### config.mk
export PLATFORM = sky130hd
export DESIGN_NAME = dmem_arbiter
export DESIGN_NICKNAME = d
export VERILOG_FILES = /design/src/rtl/dmem_arb_pkg.sv /design/src/rtl/arb2_core.sv /design/src/rtl/dmem_arbiter.sv
export SDC_FILE = /design/constraint.sdc
export NUM_CORES = 1
export LEC_CHECK = 0
export CAP_MARGIN = 40
export CORE_ASPECT_RATIO = 1.75
export CORE_MARGIN = 3
export CORE_UTILIZATION = 37
export CTS_BUF_LIST = sky130_fd_sc_hd__clkbuf_16
export CTS_CLUSTER_SIZE = 16
export DETAILED_ROUTE_END_ITERATION = 10
export PLACE_DENSITY_LB_ADDON = 0.05
export SYNTH_ARGS = -nofsm -noshare
export SYNTH_HDL_FRONTEND = slang
export SYNTH_HIERARCHICAL = 1
export SYNTH_SLANG_ARGS = --single-unit
### constraint.sdc
create_clock -name clk -period 3.53 [get_ports clk]
set_input_delay 0.706 -clock clk [delete_from_list [all_inputs] [get_ports clk]]
set_output_delay 0.706 -clock clk [all_outputs]
set_load 0.05 [all_outputs]
### src/rtl/dmem_arb_pkg.sv
// Shared constants for the data-memory arbiter: bus widths, priority modes,
// requester port indices and the starvation counter width.
package dmem_arb_pkg;

    localparam int unsigned ADDR_W    = 10;
    localparam int unsigned DATA_W    = 32;
    localparam int unsigned WCNT_W    = 4;

    localparam int unsigned PRI_RR    = 0;
    localparam int unsigned PRI_FIXED = 1;

    typedef enum logic {
        PORT_A = 1'b0,
        PORT_B = 1'b1
    } port_e;

endpackage

### src/rtl/arb2_core.sv
// Two-requester grant selection with round-robin or fixed-priority policy.
// Ports:
//   clk, rst        clock, synchronous active-high reset
//   a_req_i/b_req_i request lines from port A / port B
//   a_gnt_c/b_gnt_c combinational one-hot (or zero) grants
module arb2_core
    import dmem_arb_pkg::*;
#(
    parameter int unsigned PRIORITY_MODE = PRI_RR,
    parameter int unsigned MAX_WAIT      = 4
) (
    input  logic clk,
    input  logic rst,
    input  logic a_req_i,
    input  logic b_req_i,
    output logic a_gnt_c,
    output logic b_gnt_c
);

    port_e              last_gnt_q, last_gnt_d;
    logic [WCNT_W-1:0]  wait_cnt_q, wait_cnt_d;
    logic               b_wins;

    // Contention state register
    always_ff @(posedge clk) begin
        if (rst) begin
            last_gnt_q <= PORT_B;
            wait_cnt_q <= '0;
        end else begin
            last_gnt_q <= last_gnt_d;
            wait_cnt_q <= wait_cnt_d;
        end
    end

    // Grant selection and next contention state
    always_comb begin
        a_gnt_c    = 1'b0;
        b_gnt_c    = 1'b0;
        last_gnt_d = last_gnt_q;
        wait_cnt_d = '0;

        if (PRIORITY_MODE == PRI_FIXED) begin
            b_wins = (wait_cnt_q == WCNT_W'(MAX_WAIT));
        end else begin
            b_wins = (last_gnt_q == PORT_A);
        end

        unique case ({a_req_i, b_req_i})
            2'b10:   a_gnt_c = 1'b1;
            2'b01:   b_gnt_c = 1'b1;
            2'b11: begin
                b_gnt_c = b_wins;
                a_gnt_c = !b_wins;
            end
            default: ;
        endcase

        if (a_gnt_c) begin
            last_gnt_d = PORT_A;
        end else if (b_gnt_c) begin
            last_gnt_d = PORT_B;
        end

        // Starvation counter only counts consecutive denied B cycles
        if ((PRIORITY_MODE == PRI_FIXED) && b_req_i && !b_gnt_c) begin
            wait_cnt_d = (wait_cnt_q == WCNT_W'(MAX_WAIT)) ? wait_cnt_q
                                                           : wait_cnt_q + WCNT_W'(1);
        end
    end

endmodule

### src/rtl/dmem_arbiter.sv
// Arbitrates the single-port data memory between port A (CPU) and port B (DMA).
// Ports:
//   clk, rst                          clock, synchronous active-high reset
//   a_req/a_we/a_addr/a_wdata         port A request fields (held until a_gnt)
//   a_gnt                             combinational grant for A
//   a_rvalid/a_rdata                  registered A read response
//   b_*                               same set for port B
//   mem_ena/mem_wena/mem_addr/mem_wdata  memory control and write pins
//   mem_rdata                         async memory read data (floating when idle)
module dmem_arbiter
    import dmem_arb_pkg::*;
#(
    parameter int unsigned ADDR_W        = dmem_arb_pkg::ADDR_W,
    parameter int unsigned DATA_W        = dmem_arb_pkg::DATA_W,
    parameter int unsigned PRIORITY_MODE = PRI_RR,
    parameter int unsigned MAX_WAIT      = 4
) (
    input  logic              clk,
    input  logic              rst,
    input  logic              a_req,
    input  logic              a_we,
    input  logic [ADDR_W-1:0] a_addr,
    input  logic [DATA_W-1:0] a_wdata,
    output logic              a_gnt,
    output logic              a_rvalid,
    output logic [DATA_W-1:0] a_rdata,
    input  logic              b_req,
    input  logic              b_we,
    input  logic [ADDR_W-1:0] b_addr,
    input  logic [DATA_W-1:0] b_wdata,
    output logic              b_gnt,
    output logic              b_rvalid,
    output logic [DATA_W-1:0] b_rdata,
    output logic              mem_ena,
    output logic              mem_wena,
    output logic [ADDR_W-1:0] mem_addr,
    output logic [DATA_W-1:0] mem_wdata,
    input  logic [DATA_W-1:0] mem_rdata
);

    logic              a_rvalid_q, a_rvalid_d;
    logic              b_rvalid_q, b_rvalid_d;
    logic [DATA_W-1:0] a_rdata_q,  a_rdata_d;
    logic [DATA_W-1:0] b_rdata_q,  b_rdata_d;

    arb2_core #(
        .PRIORITY_MODE (PRIORITY_MODE),
        .MAX_WAIT      (MAX_WAIT)
    ) u_core (
        .clk     (clk),
        .rst     (rst),
        .a_req_i (a_req),
        .b_req_i (b_req),
        .a_gnt_c (a_gnt),
        .b_gnt_c (b_gnt)
    );

    // Memory pin mux; idle drives all-zero so no float reaches the memory
    always_comb begin
        mem_ena   = 1'b0;
        mem_wena  = 1'b0;
        mem_addr  = '0;
        mem_wdata = '0;
        if (a_gnt) begin
            mem_ena   = 1'b1;
            mem_wena  = a_we && !rst;
            mem_addr  = a_addr;
            mem_wdata = a_wdata;
        end else if (b_gnt) begin
            mem_ena   = 1'b1;
            mem_wena  = b_we && !rst;
            mem_addr  = b_addr;
            mem_wdata = b_wdata;
        end
    end

    // mem_rdata is only looked at on a granted read, so idle float is ignored
    always_comb begin
        a_rvalid_d = a_gnt && !a_we;
        b_rvalid_d = b_gnt && !b_we;
        a_rdata_d  = a_rvalid_d ? mem_rdata : a_rdata_q;
        b_rdata_d  = b_rvalid_d ? mem_rdata : b_rdata_q;
    end

    // Response registers
    always_ff @(posedge clk) begin
        if (rst) begin
            a_rvalid_q <= 1'b0;
            b_rvalid_q <= 1'b0;
            a_rdata_q  <= '0;
            b_rdata_q  <= '0;
        end else begin
            a_rvalid_q <= a_rvalid_d;
            b_rvalid_q <= b_rvalid_d;
            a_rdata_q  <= a_rdata_d;
            b_rdata_q  <= b_rdata_d;
        end
    end

    assign a_rvalid = a_rvalid_q;
    assign b_rvalid = b_rvalid_q;
    assign a_rdata  = a_rdata_q;
    assign b_rdata  = b_rdata_q;

endmodule
# Word level (Yosys, flattened, before mapping)
# Index checks and enable logic that the tools add are counted.
# op_classes
addsub,0
multipliers,0
div_mod_pow,0
n_lt_le_gt_ge,0
n_eq_ne,3
shifts,0
mux,12
n_bitwise,1
reduce_logical,8
# op_table
cell,count
$mux W32,2
$mux W10,2
$mux W1,6
$eq A2 B2 Y1 const B,2
$logic_and A1 B1 Y1,4
$pmux W1 S2,2
$logic_not A1 Y1,3
$eq A2 B1 Y1 const B,1
$reduce_bool A2 Y1,1
$not A1 Y1,1
# totals
regBits,67
latch_bits,0
ram_bits,0
rom_bits,0
in_bits,122
out_inout_bits,112
word_cells,29
memories,0

# Logic depth before layout (Yosys ltp)
# logic_depth
depth_word,4
ltp_mapped,6
mapped_depth_nobuf,4

# By module
# Netlist, hierarchy kept.
# by_module_without_submodules
mod,n_inst,cells_each,area_per_inst_um2,seq_area_each_um2
dmem_arbiter,1,311,3163.0,1321.3
arb2_core,1,7,55.1,20.0

# Worst setup path before layout
# Ideal clock, no wire load.
# synth_timing
path_type,in2out
start,input port a_req
end,output port mem_wena
arrival_time_ns,3.457
required_ns,2.824
slack_ns,-0.633
cell_stages,5
n_path_buf,2
cell_sequence,a21boi_0 buf_2 buf_2 nand2_1 a21oi_1
# synth_via
elab_chain_cells,4
word_cells_on_any_way,7
classes_between,eq/ne (3); mux (4)
# synth_rtl
element,line_no,text
start: declaration,dmem_arbiter.sv:20,"input logic a_req,"
$eq A2 B2 Y1 / $eq A2 B1 Y1 (equally long branches),arb2_core.sv:48,"unique case ({a_req_i, b_req_i})"
$pmux W1 S2,arb2_core.sv:48,
$mux W1,dmem_arbiter.sv:69,end else if (b_gnt) begin
$mux W1 (*),dmem_arbiter.sv:64,if (a_gnt) begin
end: declaration,dmem_arbiter.sv:35,"output logic mem_wena,"
# Mark *: on every way between the ends. The rest lies on a longest branch, timed or not.

# Worst setup path in the final report
# layout_timing
start,input port b_req
end,output port mem_wdata[3]
# layout_via
elab_chain_cells,4
word_cells_on_any_way,7
classes_between,eq/ne (3); mux (4)
# layout_rtl
element,line_no,text
start: declaration,dmem_arbiter.sv:27,"input logic b_req,"
$eq A2 B2 Y1 / $eq A2 B1 Y1 (equally long branches),arb2_core.sv:48,
$pmux W1 S2,arb2_core.sv:48,
$mux W32,dmem_arbiter.sv:69,
$mux W32 (*),dmem_arbiter.sv:64,
end: declaration,dmem_arbiter.sv:37,"output logic [DATA_W-1:0] mem_wdata,"
# Marks and branches as above.

==> run_results.csv <==
group,metric,value,unit
timing,fin_setup_tns,0,ns
placement,gp_congestion,0.8264,
cells_and_area,fin_cells,663,
die,row_count,44,
timing,timing.final.ws_setup,0.4025,ns
clock_network,cts_buffer_depth,2,
placement,dpl-instance-area,6022,um^2
clock_network,h-tree-depth,3,
yosys,synth.top_cell.area_share,41.68,%
yosys,synth_seq_cells,67,
yosys,ys_warn_count,6,
yosys,yosys.area.top_type,"dfxtp_1",
cells_and_area,drive_above_1_share,12.77,%
worst_hold_path,whs_path_depth,2,
die,fp.dieW,76.50,um
placement,place_ws,0.4230,ns
die,io_pins,234,
route,drtIter0Drc,178,
yosys,synth.distinct_cells,20,
power,ir_drop,0.3413,mV
cells_and_area,final-seq-area,1341,um^2
timing,clock_skew,0.004205,ns
critical_path,start_kind,"input port",
critical_path,cp_data_required_time,2.82,ns
global_route,grt_pass1_vias,3174,
cells_and_area,multi_input_area,1725,um^2
global_route,grt_max_degree,100,
timing,slew_violations,0,
clock_network,hold_buffers,0,
yosys,synth_ff_type,"dfxtp_1",
clock_network,cts_buffers,9,
clock_network,clkTransAtPathRegs,0.05,ns
timing,max_slew_margin,53.37,%
timing,fin_crit,3.128,ns
cells_and_area,syn2layout_area_growth,96.00,%
job,maxCapViolations,0,
global_route,antenna_found_initial,0,
route,num_vias,3184,
global_route,grt-ovfl-total,0,
timing,setup_viol,0,
timing,hold_violations,0,
cells_and_area,nFillCells,626,
placement,portBuffers,233,
yosys,syn_area,3218,um^2
critical_path,timing_worst_setup_path_type,"input port to primary output",
clock_network,cts_tree,"yes",
clock_network,cts_setup_buffers,0,
yosys,synth_area_per_cell,10.12,um^2
timing,fin_crit_sh,88.60,%
clock_network,post_cts_resized,0,
critical_path,crit_path_max_fanout,25,
timing,fmax,0.3197,GHz
cells_and_area,finalInstanceArea,6307,um^2
critical_path,cp_data_arrival_time,2.42,ns
yosys,yosysMostFrequentCell,"nand2b_1",
yosys,synth_fp_nets,440,
die,core-area,8368,um^2
worst_hold_path,hold_path.class,"flop to flop",
yosys,ys_top_cells_by_count,"98 x nand2b_1, 67 x dfxtp_1, 64 x mux2i_1",
yosys,synth_edf_count,0,
route,via_per_inst,4.802,
die,die_h,129.4,um
cells_and_area,antenna_cells,0,
clock_network,clock_latency,0.33,ns
yosys,async_reset_ff_share,0,%
global_route,grtUsageTotal,23.43,%
route,post_drt_wl_per_cell,18.01,um
yosys,synthCells,318,
route,drt_wl_total,11940,um
timing,rsz0062_at_grt,"no",
placement,dp_cells,647,
critical_path,r2r_cells,6,
route,drc,0,
power,p_leak,2.585,nW
cells_and_area,final_net_count,665,
yosys,ys_top_cells_by_area,"dfxtp_1 42%, mux2i_1 20%, nand2b_1 19%",
critical_path,end_kind,"primary output",
clock_network,ctsRootBufferMaster,"clkbuf_16",
clock_network,cts.sinks,67,
placement,place_hpwl,9358,um
die,die_area,9897,um^2
yosys,ys_seq_area_share,41.68,%
power,power_density,401.4,nW/um^2
timing,tightest_slew,0.6994,ns
die,initial_core_util,38.46,%
route,dr.pass1.iters,4,
run_status,status,"completed",
route,antenna_left,0,
global_route,grt_pass1_wl,17890,um
-- sequential cells by signal, indices dropped and copies added, names as in the netlist --
name and count:
a_rdata 32, a_rvalid 1, b_rdata 32, b_rvalid 1
u_core/last_gnt_q 1
-- logic make-up after synthesis --
family | Yosys count | share of synthesized area, %
multiplexers | 64 | 19.91
buffers and inverters | 29 | 5.132
flip-flops | 67 | 41.68
AO/OA/AOI/OAI | 45 | 11.82
AND/OR/NAND/NOR | 113 | 21.46
-- placed cells by master (no fill, tap or decap) --
cell type	Yosys	final
mux2i_1	64	64
clkinv_1	0	2
bufinv_16	0	1
buf_12	0	42
a21boi_4	0	1
dfxtp_1	67	67
buf_2	12	1
and2b_1	2	2
inv_1	1	2
a21o_1	1	1
clkinv_4	0	1
o21ai_1	2	2
and2_1	1	1
a22o_1	40	40
clkbuf_16	0	9
nand2b_1	98	98
clkinv_2	0	2
nor2_1	2	2
a21oi_1	1	1
nand2_1	6	6
or2_1	2	2
nor2b_2	0	1
nand3b_1	1	1
buf_4	3	12
clkdlybuf4s50_1	0	187
-- final timing paths --
| path | start | endpoint | slack (ns) |
|---|---|---|---|
| worst max-delay path | b_req | mem_wdata[3] | 0.40 |
| worst min-delay path | b_rdata[22] | b_rdata[22] | 0.47 |
| worst max register to register | u_core/last_gnt_q | a_rdata[5] | 1.86 |
| worst min register to register | b_rdata[22] | b_rdata[22] | 0.47 |
-- area by class of cell --
type	instances	share of cell area, %
Inverter	1	0.05951
Timing Repair Buffer	242	44.51
Multi-Input combinational cell	222	27.36
Clock inverter	7	0.9522
Sequential cell	67	21.27
Tap cell	115	2.281
Clock buffer	9	3.571
-- per-layer routing --
metal	global-route usage (%)	routed length (um)
met5	0	0
met4	7.257	131
met3	10.08	1204
met2	38.93	5814
met1	27.38	4792
-- where the power goes --
| group | internal [mW] | switching, mW | total (mW) | leakage [nW] |
|---|---|---|---|---|
| logic | 0.416 | 0.456 | 0.872 | 1.89 |
| clock network | 0.537 | 0.310 | 0.847 | 0.145 |
| registers | 0.794 | 0.0192 | 0.813 | 0.547 |
-- critical path: stages --
cell	delay (ns)
clkdlybuf4s50_1	0.55
and2_1	0.29
and2b_1	0.19
buf_4	0.28
a22o_1	0.24
buf_12	0.15
-- stage by stage --
step | utilization (%) | hold slack (ns) | power [mW]
after global placement | 71.96 | 0.4592 | 1.695
after floorplan | - | 0.4725 | 1.271
after global routing | 75.37 | 0.4905 | 2.618
final | 75.37 | 0.4743 | 2.532
after detailed placement | 71.96 | 0.4625 | 1.703
after CTS | 75.37 | 0.4752 | 2.555
No activity file was read; power rests on OpenSTA's default activity.
